**src/rtl/mem_access_stage.sv**
```systemverilog
// RV32IM memory stage: drives the data bus, extracts load data and
// owns the MEM/WB pipeline register.
module mem_access_stage #(
    parameter int unsigned TIMEOUT = 16
) (
    input  logic        clk,
    input  logic        rst,
    input  logic [31:0] mem_result,
    input  logic [31:0] mem_op2_selected,
    input  logic        mem_memory_write,
    input  logic [2:0]  mem_memory_load_type,
    input  logic [1:0]  mem_memory_store_type,
    input  logic        mem_wb_load,
    input  logic        mem_wb_reg_file,
    input  logic [4:0]  mem_wb_rd,
    output logic        dmem_req,
    output logic        dmem_we,
    output logic [31:0] dmem_addr,
    output logic [31:0] dmem_wdata,
    output logic [3:0]  dmem_be,
    input  logic        dmem_ready,
    input  logic [31:0] dmem_rdata,
    output logic        mem_stall,
    output logic [31:0] wb_result,
    output logic        wb_reg_file,
    output logic [4:0]  wb_rd,
    output logic        misalign_err,
    output logic        bus_err
);

    typedef enum logic {
        IDLE,
        WAIT
    } state_t;

    localparam logic [8:0] LIMIT = 9'(TIMEOUT - 1);

    state_t      state;
    logic [7:0]  cnt;
    logic [8:0]  cnt_inc;
    logic        st_act;
    logic        ld_act;
    logic        active;
    logic [1:0]  size;
    logic        is_byte;
    logic        is_half;
    logic        is_word;
    logic        misaligned;
    logic        go;
    logic        abort;
    logic [1:0]  a;
    logic [3:0]  be_raw;
    logic [7:0]  ld_byte;
    logic [15:0] ld_half;
    logic [31:0] ld_data;

    assign a       = mem_result[1:0];
    assign st_act  = mem_memory_write & (mem_memory_store_type != 2'b11);
    assign ld_act  = mem_wb_load & (mem_memory_load_type != 3'b111);
    assign active  = st_act | ld_act;
    assign size    = st_act ? mem_memory_store_type
                            : mem_memory_load_type[1:0];
    assign is_byte = (size == 2'b00);
    assign is_half = (size == 2'b01);
    assign is_word = size[1];

    assign misaligned = active & ((is_half & a[0]) | (is_word & (|a)));
    assign go         = active & ~misaligned;

    // Abort when the incremented wait count would reach TIMEOUT-1.
    assign cnt_inc = {1'b0, cnt} + 9'd1;
    assign abort   = (state == WAIT) & ~dmem_ready & (cnt_inc >= LIMIT);

    always_comb begin
        dmem_req = 1'b0;
        if (rst) begin
            unique case (state)
                IDLE:    dmem_req = go;
                WAIT:    dmem_req = ~abort;
                default: dmem_req = 1'b0;
            endcase
        end
    end

    assign mem_stall = dmem_req & ~dmem_ready & ~abort;
    assign dmem_we   = dmem_req & st_act;
    assign dmem_addr = {mem_result[31:2], 2'b00};

    always_comb begin
        be_raw     = 4'b1111;
        dmem_wdata = mem_op2_selected;
        unique case (1'b1)
            is_byte: begin
                be_raw     = 4'b0001 << a;
                dmem_wdata = {4{mem_op2_selected[7:0]}};
            end
            is_half: begin
                be_raw     = 4'b0011 << a;
                dmem_wdata = {2{mem_op2_selected[15:0]}};
            end
            default: begin
                be_raw     = 4'b1111;
                dmem_wdata = mem_op2_selected;
            end
        endcase
    end

    assign dmem_be = dmem_we ? be_raw : 4'b0000;

    assign ld_byte = 8'(dmem_rdata >> {a, 3'b000});
    assign ld_half = a[1] ? dmem_rdata[31:16] : dmem_rdata[15:0];

    always_comb begin
        ld_data = dmem_rdata;
        unique case (mem_memory_load_type)
            3'b000:  ld_data = {{24{ld_byte[7]}}, ld_byte};
            3'b001:  ld_data = {{16{ld_half[15]}}, ld_half};
            3'b100:  ld_data = {24'd0, ld_byte};
            3'b101:  ld_data = {16'd0, ld_half};
            default: ld_data = dmem_rdata;
        endcase
    end

    always_ff @(posedge clk or negedge rst) begin
        if (!rst) begin
            state        <= IDLE;
            cnt          <= 8'd0;
            wb_result    <= 32'd0;
            wb_reg_file  <= 1'b0;
            wb_rd        <= 5'd0;
            misalign_err <= 1'b0;
            bus_err      <= 1'b0;
        end else begin
            unique case (state)
                IDLE: begin
                    if (go && !dmem_ready) begin
                        state <= WAIT;
                        cnt   <= 8'd0;
                    end
                end
                WAIT: begin
                    if (dmem_ready || abort) begin
                        state <= IDLE;
                    end else begin
                        cnt <= cnt_inc[7:0];
                    end
                end
                default: state <= IDLE;
            endcase

            misalign_err <= misaligned;
            bus_err      <= abort;

            if (mem_stall) begin
                wb_reg_file <= 1'b0;
            end else begin
                wb_result   <= mem_wb_load ? ld_data : mem_result;
                wb_reg_file <= mem_wb_reg_file & ~misaligned
                               & ~abort & ~st_act;
                wb_rd       <= mem_wb_rd;
            end
        end
    end

endmodule

```
**config.mk**
```make
export PLATFORM = sky130hd
export DESIGN_NAME = mem_access_stage
export DESIGN_NICKNAME = d
export VERILOG_FILES = /design/src/rtl/mem_access_stage.sv
export SDC_FILE = /design/constraint.sdc
export NUM_CORES = 1
export LEC_CHECK = 0
export ABC_AREA = 0
export ABC_CLOCK_PERIOD_IN_PS = 3000
export BUFFER_PORTS_ARGS = -buffer_cell sky130_fd_sc_hd__buf_2
export CORE_UTILIZATION = 45
export DETAILED_ROUTE_END_ITERATION = 6
export PLACE_DENSITY_LB_ADDON = 0.05
export SETUP_SLACK_MARGIN = 0.02
export SYNTH_ARGS = -nofsm -noshare
export SYNTH_HDL_FRONTEND = slang
export SYNTH_SLANG_ARGS = --single-unit
```
**constraint.sdc**
```tcl
create_clock -name clk -period 3 [get_ports clk]
set_clock_uncertainty 0.2 [all_clocks]
set_input_delay 0.3 -clock clk [delete_from_list [all_inputs] [get_ports clk]]
set_output_delay 0.3 -clock clk [all_outputs]
set_load 0.03 [all_outputs]
```
* After elaboration in Yosys (flattened, before gate mapping) *
Cells that the tools add are included.

storage, ports and cells
  RAM bits = 0
  bits in read-only memories = 0
  bits in latches = 0
  memories kept = 0
  bits in registers = 49
  output and inout port bits = 111

operators by class
  order comparisons = 1
  divide/modulo/power cells = 0
  eq/ne operators = 8
  add/sub/neg operators = 1
  shifts and indexed selects = 3
  multiply operators = 0
  mux-type cells = 16
  reductions and logical operators = 7
  bitwise logic cells = 21

operators by type and width
  cell                                                                    count
  32-bit one-hot mux with 4 select lines                                  1
  32-bit one-hot mux with 2 select lines                                  1
  32-bit 2-to-1 mux                                                       1
  32-bit by 5-bit >> shifter with 8-bit output                            1
  16-bit 2-to-1 mux                                                       1
  8-bit 2-to-1 mux                                                        2
  8-bit one-hot mux with 2 select lines                                   1
  1-bit AND                                                               14
  8-bit by 1-bit adder with 9-bit output (second input constant)          1
  9-bit by 4-bit >= comparator with 1-bit output (second input constant)  1
  4-bit one-hot mux with 2 select lines                                   1
  3-bit == test (second input constant)                                   2
  2-bit inequality test (second input constant)                           3
  1-bit NOT                                                               5
  1-bit 2-to-1 mux                                                        4
  4-bit 2-to-1 mux                                                        1
  1-bit one-hot mux with 2 select lines                                   2
  1-bit by 2-bit << shifter with 4-bit output (first input constant)      1
  2-bit by 2-bit << shifter with 4-bit output (first input constant)      1
  3-bit by 1-bit == test with 1-bit output (second input constant)        1
  3-bit logical NOT                                                       1
  3-bit inequality test (second input constant)                           1
  2-bit by 1-bit == test with 1-bit output (second input constant)        1
  2-bit logical NOT                                                       1
  other kinds (7)                                                         8

* Logic depth before layout (Yosys ltp) *
Gate-level depths: netlist (run 1).

  depth in word-level cells = 14
  mapped depth = 10
  mapped depth without buffers = 7

* Least setup slack after synthesis (run 1) *
No wires, ideal clock.

  path type = reg2out
  start = register cnt[0]
  end = output dmem_be[1]
  data required time = 2.500 ns
  cell stages (with the launch flop) = 7
  buffers on the path = 0
  slack = -0.126 ns
  data arrival time = 2.626 ns
  path through = dfrtp_1 ha_1 xnor2_1 nand4_1 a21oi_1 a21oi_1 nor4b_1

between the ends
  word-level cells in the longest chain between the ends = 8

RTL lines
  item                                            line  RTL
  start: declaration                              39    logic [7:0] cnt;
  start signal: assignment                        145   cnt <= cnt_inc[7:0];
  8-bit by 1-bit adder with 9-bit output          71    assign cnt_inc = {1'b0, cnt} + 9'd1;
  9-bit by 4-bit >= comparator with 1-bit output  72    assign abort = (state == WAIT) & ~dmem_ready & (cnt_inc >= LIMIT);
  1-bit AND                                       72
  named net abort                                 50    logic abort;
  1-bit NOT                                       79    WAIT: dmem_req = ~abort;
  1-bit one-hot mux with 2 select lines           77    unique case (state)
  1-bit 2-to-1 mux                                76    if (rst) begin
  1-bit AND                                       86    assign dmem_we = dmem_req & st_act;
  4-bit 2-to-1 mux                                108   assign dmem_be = dmem_we ? be_raw : 4'b0000;
  end: declaration                                20    output logic [3:0] dmem_be,

The timed path passes the listed nets, and every way through them passes these cells.

* Worst setup path in the final report (run 1) *
Ends and elaborated chain as after synthesis.

==> run metrics, run 1 <==
status complete, no violations; pwr dens 493 nW/um^2; Buf+Inv Stages, Crit Path 2; root buffer cell clkbuf_8; Slew HR 32.1%; met2 Use GR 41.8%; met3 Usage GRT 3.86%; most used routing layer met2; worst setup margin 0.169 ns; RD Place Congestion 0.884; CP top delay family simple AND/OR/NAND/NOR gates; number of max-cap violations 0; antenna-violating nets left 0; Clock power frac 23.1%; critical path launch point type register; wirelength, routed 11,400 um; initial core utilization 46.7%; GRT Total Usage 24.6%; # clock sinks 49; Post-synth ARST share 100%; slowest library cell on the worst path dfrtp_2; slowest stage delay, CP 0.44 ns; global-route wire length before repair 16,900 um; Post-Syn Area 3840 um^2; ys flop type dfrtp_1; total CTS buffers 5; placed cell count 670; leakage dissipation 2.54 nW; Syn Inst Count 396; CTS tree built; maximum root-to-sink buffer count 2; top cells by count, synth 55 x mux2_2, 49 x dfrtp_1, 40 x buf_4; Clock Latency Late Sink 0.30 ns; final net count 688; mux contribution to synthesized area 23.3%; First-pass DRT Iterations 5; crit-path max FO 9; Synth cell types 55; Area Overhead vs Synth 29.8%; register share of total power 34.5%; row cnt 33; vias in the first global route 3,311; arrival time worst endpoint 2.33 ns; Worst-path clk slew 0.10 ns; Synth Area in Simple Gates 12.3%; met1 GRT Util 33.5%; Pint 1.50 mW; Vias 3,716; share of layout cells above drive strength 1 57.0%; Tightest Pin Transition 1.02 ns; Post-Synth Adder-Cell Area 0.652%; fmax 353 MHz; Setup TNS 0 ns; Switching Power 951 uW; GRT overflow 0; Die Ht 94.3 um; cell with the most instances after synthesis mux2_2; Antenna Cells 0; flops & latches, synth 49; dpl cell area 4800 um^2; H-tree depth 2; crit share post-route 94.4%; Synth area leader dfrtp_1; worst-path cell chain ha_2 > and3_1 > and3_1 > o221a_4 > a21oi_1 > buf_4 > nor4b_2 > buf_4; switching share of total power 38.7%; Cell Count, Final, Fillers Out 680; die area 8900 um^2; largest family of logic cells by synthesized area multiplexers; Boundary Pins 223; DRT iter0 DRCs 191; final setup vio count 0; fin crit period 2.83 ns; power share of the combinational group 42.4%; post-synthesis xor/xnor area fraction 0.457%; Syn Area/Cell 9.69 um^2; largest net degree at the start of global routing 47; Avg WL per Cell 16.8 um; top post-synthesis cells by area dfrtp_1 32%, mux2_2 16%, buf_4 7.8%, a21oi_1 4.0%, a221o_1 3.4%; Core Footprint 8220 um^2; Die Wd 94.3 um; Remaining DRCs 0; vias per inst 5.46; Port Buffers 220; Synth Area in Compound Gates 19.6%; RSZ-0062 raised after global routing false; Peak VDD IR 0.388 mV; fill count 734; final hold violations 0; hold crit path type in2reg; dpl ws 0.195 ns; crit end category primary output; Crit Path Class reg2out; WP data required 2.50 ns; antenna violations before repair 0; fin. max-slew vios 0; Post-DP HPWL 9130 um; Syn. warnings 0; post-synthesis sequential area ratio 32.0%; final core utilization 60.6%; EDFF count, synth 0; Final Instance Area 4980 um^2; post-synth top area share 32.0%
## layout make-up
type,instances,area (um^2),share of cell area [%]
multi-input combinational,275,2220,44.5
timing repair buffer,235,1230,24.8
sequential,49,1230,24.7
tap,105,131,2.64
clock buffer,5,68.8,1.38
clock inverter,3,68.8,1.38
inverter,8,30.0,0.603
## power by group through the flow
stage / sequential, mW / combinational [mW] / clock, mW
after detailed placement: 0.857 / 1.03 / 0
final: 0.848 / 1.04 / 0.568
after CTS: 0.845 / 1.03 / 0.585
after global placement: 0.854 / 1.01 / 0
after global routing: 0.865 / 1.12 / 0.607
after floorplan: 0.989 / 0.581 / 0
## state kept, by name, summed over array words and instances (netlist names)
name,count
misalign_err,1
wb_reg_file,1
state,1
wb_rd,5
bus_err,1
cnt,8
wb_result,32
## cell usage in the layout (no fill, tap or decap), drive strengths merged, types with 2 or more instances in the layout
cell     synthesis  final
buf             52    234
mux2            63     63
dfrtp           49     49
a21oi           31     31
nor2            22     22
nand2           21     21
mux2i           13     13
a221o           13     13
o22ai           10     10
inv              8      9
o21ai            9      9
and3             7      7
a221oi           7      7
nand2b           6      6
or2              6      6
nor3             5      5
and2             5      5
a2bb2o           5      5
clkbuf          13      5
nand3b           4      4
a211o            4      4
a211oi           4      4
nor2b            3      3
nand3            3      3
a31o             3      3
a2111oi          3      3
nand4            2      2
nor4b            2      2
o21a             2      2
a21o             2      2
o311ai           2      2
conb             1      2
bufinv           0      2
ha               2      2
## routing by layer
| metal | vias to the layer above | wire [um] |
|---|---|---|
| met3 | 7 | 780 |
| met5 | - | 0 |
| met4 | 0 | 89 |
| met2 | 155 | 5590 |
| met1 | 1764 | 4970 |
| li1 | 1790 | - |
## worst register-to-register path, stage by stage (launching register included)
cell and delay (ns):
dfrtp_2 0.44, inv_1 0.07, ha_1 0.30, o21bai_1 0.19, nand3b_1 0.12, o221a_4 0.28
a32oi_4 0.28, buf_4 0.33, mux2_2 0.38
## path summary, 6_finish.rpt
kind                                from             to  slack, ns  depth (start not counted)
max                               cnt[0]     dmem_be[1]       0.17                          8
min                         mem_wb_rd[3]       wb_rd[3]       0.02                          2
max reg2reg                       cnt[0]  wb_result[21]       0.31                          8
min reg2reg                wb_result[17]  wb_result[17]       0.31                          1
max in group asynchronous            rst         cnt[0]       1.50                          3
min in group asynchronous            rst         cnt[2]       0.22                          2
## what timing repair did
item | in CTS | in global routing
endpoints found under the hold margin | 3 | 0
setup endpoints to repair | 2 | 7
hold buffers | 1 | 0
pin swaps | 0 | 0
setup buffers | 0 | 1
resized for setup | 1 | 8
## metrics by stage
stage	total power, mW	hold WS (ns)
after global placement	1.87	-0.0515
after CTS	2.46	0.0158
after global routing	2.59	0.0133
after detailed placement	1.89	-0.0497
after floorplan	1.57	-0.196
final	2.46	0.0235
## kinds of logic after synthesis
kind of cell             after synthesis
XOR/XNOR                               2
adder cells (fa/ha/maj)                2
other                                  1
multiplexers                          77
buffers and inverters                 73
flip-flops                            49
AO/OA/AOI/OAI                        102
AND/OR/NAND/NOR                       90
No activity file was read; power rests on OpenSTA's default activity.
==> run 2, diff against run 1 <==
--- a/config.mk
+++ b/config.mk
@@ -8,8 +8,11 @@
 export ABC_AREA = 0
 export ABC_CLOCK_PERIOD_IN_PS = 3000
 export BUFFER_PORTS_ARGS = -buffer_cell sky130_fd_sc_hd__buf_2
+export CORE_MARGIN = 1.5
 export CORE_UTILIZATION = 45
+export CTS_BUF_LIST = sky130_fd_sc_hd__clkbuf_4 sky130_fd_sc_hd__clkbuf_8
 export DETAILED_ROUTE_END_ITERATION = 6
+export GPL_ROUTABILITY_DRIVEN = 0
 export PLACE_DENSITY_LB_ADDON = 0.05
 export SETUP_SLACK_MARGIN = 0.02
 export SYNTH_ARGS = -nofsm -noshare
==> run 2 against run 1 <==
Compared with the run above: global-route usage grew 0.11 points; critical path depth unchanged; die area is 2.1% higher; sequential share of layout area grew 0.17 points; sequential power is essentially flat; count of clock-buffer cells in the layout stayed put; core utilization decreased by 0.43 points; via count stayed put; non-clock buffer count grew 1; largest cell class unchanged; total power decreased by 6.5%; first-iteration DRC count grew 39%.
==> run metrics, run 2 (synthesis results as in run 1) <==
status complete, no violations (unchanged); worst-path cell chain ha_2 > xnor2_1 > nand4_1 > a21oi_2 > a21oi_1 > buf_4 > nor4b_2 > buf_4 (was ha_2 > and3_1 > and3_1 > o221a_4 > a21oi_1 > buf_4 > nor4b_2 > buf_4); vias per inst 5.46 (about the same); final net count 689 (was 688); fmax 341 MHz (was 353 MHz); overall power 2.30 mW (was 2.46 mW); met2 Use GR 42.7% (was 41.8%); critical path launch point type register (unchanged); Top reg by flops wb_result (unchanged); Clock power frac 18.1% (was 23.1%); CTS tree built (unchanged); Area Overhead vs Synth 28.9% (was 29.8%); Remaining DRCs 0 (unchanged); Clock Latency Late Sink 0.30 ns (about the same); row cnt 33 (unchanged); leading registers by flop count wb_result (32), cnt (8), wb_rd (5) (unchanged); power share of the combinational group 45.0% (was 42.4%); reg2reg end wb_result[20] (was wb_result[21]); Boundary Pins 223 (unchanged); crit end category primary output (unchanged); R2R Setup Slk 0.28 ns (was 0.31 ns); most used routing layer met2 (unchanged); placed cell count 669 (was 670); die area 9090 um^2 (was 8900 um^2); switching share of total power 42.0% (was 38.7%); wirelength, routed 11,700 um (was 11,400 um); leakage dissipation 2.52 nW (was 2.54 nW); CP most frequent cell buf_4; register share of total power 36.8% (was 34.5%); initial core utilization 46.7% (unchanged); total CTS buffers 5 (unchanged); final setup vio count 0 (unchanged); Worst-path clk slew 0.10 ns (about the same); final hold violations 0 (unchanged); met3 Usage GRT 4.39% (was 3.86%); RR Startpoint cnt[0] (unchanged); Tightest Pin Transition 0.959 ns (was 1.02 ns); DRT iter0 DRCs 266 (was 191); WP data required 2.50 ns (about the same); final core utilization 60.2% (was 60.6%); Avg WL per Cell 17.1 um (was 16.8 um); Slew HR 36.1% (was 32.1%); number of max-cap violations 0 (unchanged); highest-count cells in the layout ignoring fill and taps 218 x buf_2, 55 x mux2_2, 47 x dfrtp_1 (unchanged); antenna-violating nets left 0 (unchanged); Pint 1.33 mW (was 1.50 mW); Setup TNS 0 ns (unchanged); antenna violations before repair 1 (was 0); Die Wd 95.3 um (was 94.3 um); Largest register FFs 32 (unchanged); Port Buffers 220 (unchanged); vias in the first global route 3,428 (was 3,311); slowest library cell on the worst path dfrtp_2 (unchanged); Die Ht 95.3 um (was 94.3 um); Crit Path Class reg2out (unchanged); reg2reg path depth 7 (was 8); pwr dens 464 nW/um^2 (was 493 nW/um^2); H-tree depth 2 (unchanged); fin. max-slew vios 0 (unchanged); # clock sinks 49 (unchanged); Critical Path Start cnt[0] (unchanged); First-pass DRT Iterations 5 (unchanged); met1 GRT Util 31.9% (was 33.5%); GRT Total Usage 24.7% (was 24.6%); GRT overflow 0 (unchanged); global-route wire length before repair 17,400 um (was 16,900 um); arrival time worst endpoint 2.43 ns (was 2.33 ns); crit-path max FO 8 (was 9); Peak VDD IR 0.287 mV (was 0.388 mV); root buffer cell clkbuf_8 (unchanged); RSZ-0062 raised after global routing true (was false); Setup crit end dmem_be[1] (unchanged); slowest stage delay, CP 0.46 ns (was 0.44 ns); crit share post-route 97.8% (was 94.4%); leading cell type in the layout, fill and taps excluded buf_2 (unchanged); Vias 3,716 (unchanged); fin crit period 2.93 ns (was 2.83 ns); share of layout cells above drive strength 1 57.1% (was 57.0%); Cell Count, Final, Fillers Out 681 (was 680); largest net degree at the start of global routing 37 (was 47); Switching Power 965 uW (was 951 uW); maximum root-to-sink buffer count 2 (unchanged); Post-DP HPWL 9220 um (was 9130 um); hold crit path type in2reg (unchanged); Core Footprint 8220 um^2 (unchanged); Antenna Cells 0 (unchanged); worst hold slack 0.0191 ns (was 0.0235 ns)
run 2: changes by cell type in the layout (fill, tap and decap cells not counted), sizes merged:
cell	change
clkinvlp	+2
buf	+1
bufinv	-2
run 2: layout make-up:
class / count / area [um^2]
timing repair buffer: 236 / 1240
clock inverter: 3 / 26.3
fill: 786 / 3270
inverter: 8 / 30.0
multi-input combinational: 275 / 2220
sequential: 49 / 1230
clock buffer: 5 / 68.8
tap: 105 / 131
run 2: critical path: cells and delay by family (launching register included):
kind | cells | cell delay (ns)
XOR/XNOR | 1 | 0.17
AO/OA/AOI/OAI | 2 | 0.38
adder cells (fa/ha/maj) | 1 | 0.24
buffers and inverters | 2 | 0.38
AND/OR/NAND/NOR | 2 | 0.49
flip-flops | 1 | 0.46
run 2: worst min path at each step:
stage | cells past startpoint | slack [ns] | end | start
2_1_floorplan | 0 | -0.20 | bus_err | rst
3_3_place_gp | 1 | 0.06 | cnt[3] | rst
3_5_place_dp | 1 | 0.06 | cnt[3] | rst
4_1_cts | 2 | 0.01 | wb_rd[4] | mem_wb_rd[4]
5_1_grt | 2 | 0.02 | wb_rd[1] | mem_wb_rd[1]
6_report | 2 | 0.02 | wb_rd[4] | mem_wb_rd[4]
run 2: power groups by stage:
stage	sequential, mW	combinational [mW]	clock, mW
after floorplan	0.989	0.581	0
after global placement	0.851	1.01	0
after detailed placement	0.857	1.03	0
after CTS	0.846	1.03	0.430
after global routing	0.866	1.12	0.453
final	0.846	1.03	0.416
run 2: through the flow:
step	setup WS, ns	instance area [um^2]
after floorplan	0.224	3850
after global placement	0.262	4790
after detailed placement	0.198	4790
after CTS	0.0260	4910
after global routing	-0.0230	4940
final	0.0671	4940
run 2: per-layer routing:
layer	wire (um)	part of all wire [%]
met1	5010	43
met2	5760	49
met3	745	6.4
met4	138	1.2
met5	13	0.11
run 2: timing repair:
item / 4_1_cts / 5_1_grt
hold buffers: 1 / 0
pin swaps: 0 / 2
endpoints found under the hold margin: 13 / 0
buffers inserted: 0 / 3
setup endpoints to repair: 5 / 7
resized for setup: 3 / 5
==> run 3, diff against run 2 <==
--- a/config.mk
+++ b/config.mk
@@ -6,7 +6,7 @@
 export NUM_CORES = 1
 export LEC_CHECK = 0
 export ABC_AREA = 0
-export ABC_CLOCK_PERIOD_IN_PS = 3000
+export ABC_CLOCK_PERIOD_IN_PS = 2900
 export BUFFER_PORTS_ARGS = -buffer_cell sky130_fd_sc_hd__buf_2
 export CORE_MARGIN = 1.5
 export CORE_UTILIZATION = 45
@@ -15,6 +15,8 @@
 export GPL_ROUTABILITY_DRIVEN = 0
 export PLACE_DENSITY_LB_ADDON = 0.05
 export SETUP_SLACK_MARGIN = 0.02
+export SKIP_LAST_GASP = 1
+export SLEW_MARGIN = 20
 export SYNTH_ARGS = -nofsm -noshare
 export SYNTH_HDL_FRONTEND = slang
 export SYNTH_SLANG_ARGS = --single-unit
==> constraint.sdc (replaced) <==
create_clock -name clk -period 2.9 [get_ports clk]
set_clock_uncertainty 0.2 [all_clocks]
set_input_delay 0.29 -clock clk [delete_from_list [all_inputs] [get_ports clk]]
set_output_delay 0.29 -clock clk [all_outputs]
set_load 0.03 [all_outputs]
==> run 3 against run 2 <==
Compared with the run above: core utilization up 1.4 points; count of clock-buffer cells in the layout grew 1; first-iteration DRC count is 4.9% lower; global-route usage grew 0.23 points; flip-flop and latch count unchanged; sequential power is 4.8% higher; critical path type unchanged; critical endpoint is now dmem_be[0]; highest routed layer is now met4.
==> run metrics, run 3 (synthesis results as in run 1) <==
Boundary Pins 223 (unchanged); vias in the first global route 3,324 (was 3,428); Cell Count, Final, Fillers Out 686 (was 681); global-route wire length before repair 17,300 um (was 17,400 um); Vias 3,772 (was 3,716); Avg WL per Cell 17.1 um (about the same); crit end category primary output (unchanged); met3 Usage GRT 3.83% (was 4.39%); antenna violations before repair 0 (was 1); Largest register FFs 32 (unchanged); GRT Total Usage 24.9% (was 24.7%); highest-count cells in the layout ignoring fill and taps 214 x buf_2, 55 x mux2_2, 47 x dfrtp_1 (was 218 x buf_2, 55 x mux2_2, 47 x dfrtp_1); leading registers by flop count wb_result (32), cnt (8), wb_rd (5) (unchanged); critical path launch point type register (unchanged); Antenna Cells 0 (unchanged); Die Ht 95.3 um (unchanged); overall power 2.43 mW (was 2.30 mW); fill count 764 (was 786); RSZ-0062 raised after global routing true (unchanged); final setup vio count 0 (unchanged); H-tree depth 2 (unchanged); Remaining DRCs 0 (unchanged); antenna-violating nets left 0 (unchanged); First-pass DRT Iterations 4 (was 5); Top reg by flops wb_result (unchanged); vias per inst 5.50 (was 5.46); Hold Path Cell Cnt 2 (unchanged); status complete, no violations (unchanged); final net count 694 (was 689); Reg area 1230 um^2 (unchanged); row cnt 33 (unchanged); GRT overflow 0 (unchanged); wirelength, routed 11,800 um (was 11,700 um); total CTS buffers 5 (unchanged); Peak VDD IR 0.362 mV (was 0.287 mV); footprint of the multi-input gates 2240 um^2 (was 2220 um^2); DRT iter0 DRCs 253 (was 266); pwr dens 481 nW/um^2 (was 464 nW/um^2); Clock Latency Late Sink 0.31 ns (was 0.30 ns); root buffer cell clkbuf_8 (unchanged); crit share post-route 96.1%; crit-path max FO 8 (unchanged); hold crit path type in2reg (unchanged); Tightest Pin Transition 0.931 ns (was 0.959 ns); number of max-cap violations 0 (unchanged); RR Startpoint cnt[0] (unchanged); maximum root-to-sink buffer count 2 (unchanged); most used routing layer met2 (unchanged); WP data required 2.41 ns (was 2.50 ns); share of layout cells above drive strength 1 57.7% (was 57.1%); Area Overhead vs Synth 31.9% (was 28.9%); CTS tree built (unchanged); Core Footprint 8220 um^2 (unchanged); fin. max-slew vios 0 (unchanged); # clock sinks 49 (unchanged); arrival time worst endpoint 2.30 ns (was 2.43 ns); met1 GRT Util 33.2% (was 31.9%); reg2reg path depth 9 (was 7); Die Wd 95.3 um (unchanged); final hold violations 0 (unchanged); Worst-path clk slew 0.09 ns (was 0.10 ns); Hold Path Origin mem_wb_rd[4] (unchanged); met2 Use GR 42.4% (was 42.7%); largest net degree at the start of global routing 34 (was 37); Setup TNS 0 ns (unchanged); fmax 359 MHz; fin crit period 2.79 ns; placed cell count 669 (unchanged); leakage dissipation 2.57 nW (was 2.52 nW); dpl cell area 4790 um^2 (unchanged); R2R Setup Slk 0.14 ns (was 0.28 ns); initial core utilization 46.7% (unchanged); Port Buffers 220 (unchanged); Final Instance Area 5060 um^2 (was 4940 um^2); die area 9090 um^2 (unchanged); leading cell type in the layout, fill and taps excluded buf_2 (unchanged); Slew HR 37.9% (was 36.1%); Crit Path Class reg2out (unchanged); reg2reg end wb_result[9] (was wb_result[20]); sink of the worst hold path wb_rd[4] (unchanged); Post-DP HPWL 9100 um (was 9220 um)
## run 3: layer usage
metal / routed length, um / part of all wire (%)
met3: 769 / 6.5
met1: 5010 / 43
met2: 5860 / 50
met4: 124 / 1.1
met5: 0 / 0
## run 3: area by class of cell
cell class              count  area share (%)
well taps                 105            2.60
flip-flops and latches     49            24.3
clock buffers               6            1.51
multi-input cells         275            44.3
repair buffers            241            26.4
inverters                   8           0.594
clock inverters             2           0.272
## run 3: worst max-delay path, stage by stage, from the launching register on
cell	delay (ns)
dfrtp_2	0.47
inv_1	0.12
ha_4	0.21
o21bai_1	0.20
nand3b_1	0.13
o221a_4	0.30
a21oi_2	0.16
buf_6	0.15
nor3_1	0.06
buf_4	0.19
## run 3: worst max-delay path by stage
stage,slack [ns],cells after the start,startpoint,endpoint
after global routing,0.006,7,cnt[1],mem_stall
after global placement,0.22,8,cnt[0],mem_stall
after CTS,0.03,8,cnt[0],dmem_be[3]
final,0.11,9,cnt[0],dmem_be[0]
after floorplan,0.13,6,cnt[0],dmem_be[0]
after detailed placement,0.17,9,cnt[0],mem_stall
## run 3: power breakdown
group	switching [mW]	internal [mW]	total, mW
Combinational	0.666	0.451	1.12
Clock	0.246	0.182	0.428
Sequential	0.0998	0.787	0.887
Total	1.01	1.42	2.43
## run 3: what timing repair did
item | in CTS | in global routing
setup endpoints to repair | 7 | 17
setup buffers | 1 | 5
endpoints found under the hold margin | 16 | 0
resized for setup | 4 | 14
pin swaps | 1 | 4
gates cloned | 2 | 0
hold buffers | 1 | 0
## run 3: through the flow
| stage | hold WS [ns] | util, % | setup slack, ns |
|---|---|---|---|
| finish | 0.0123 | 61.6 | 0.115 |
| global route | 0.00673 | 61.6 | 0.00647 |
| CTS | 0.00478 | 60.5 | 0.0308 |
| detailed placement | 0.0963 | 58.4 | 0.173 |
| global placement | 0.0933 | 58.4 | 0.220 |
| floorplan | -0.206 | - | 0.134 |
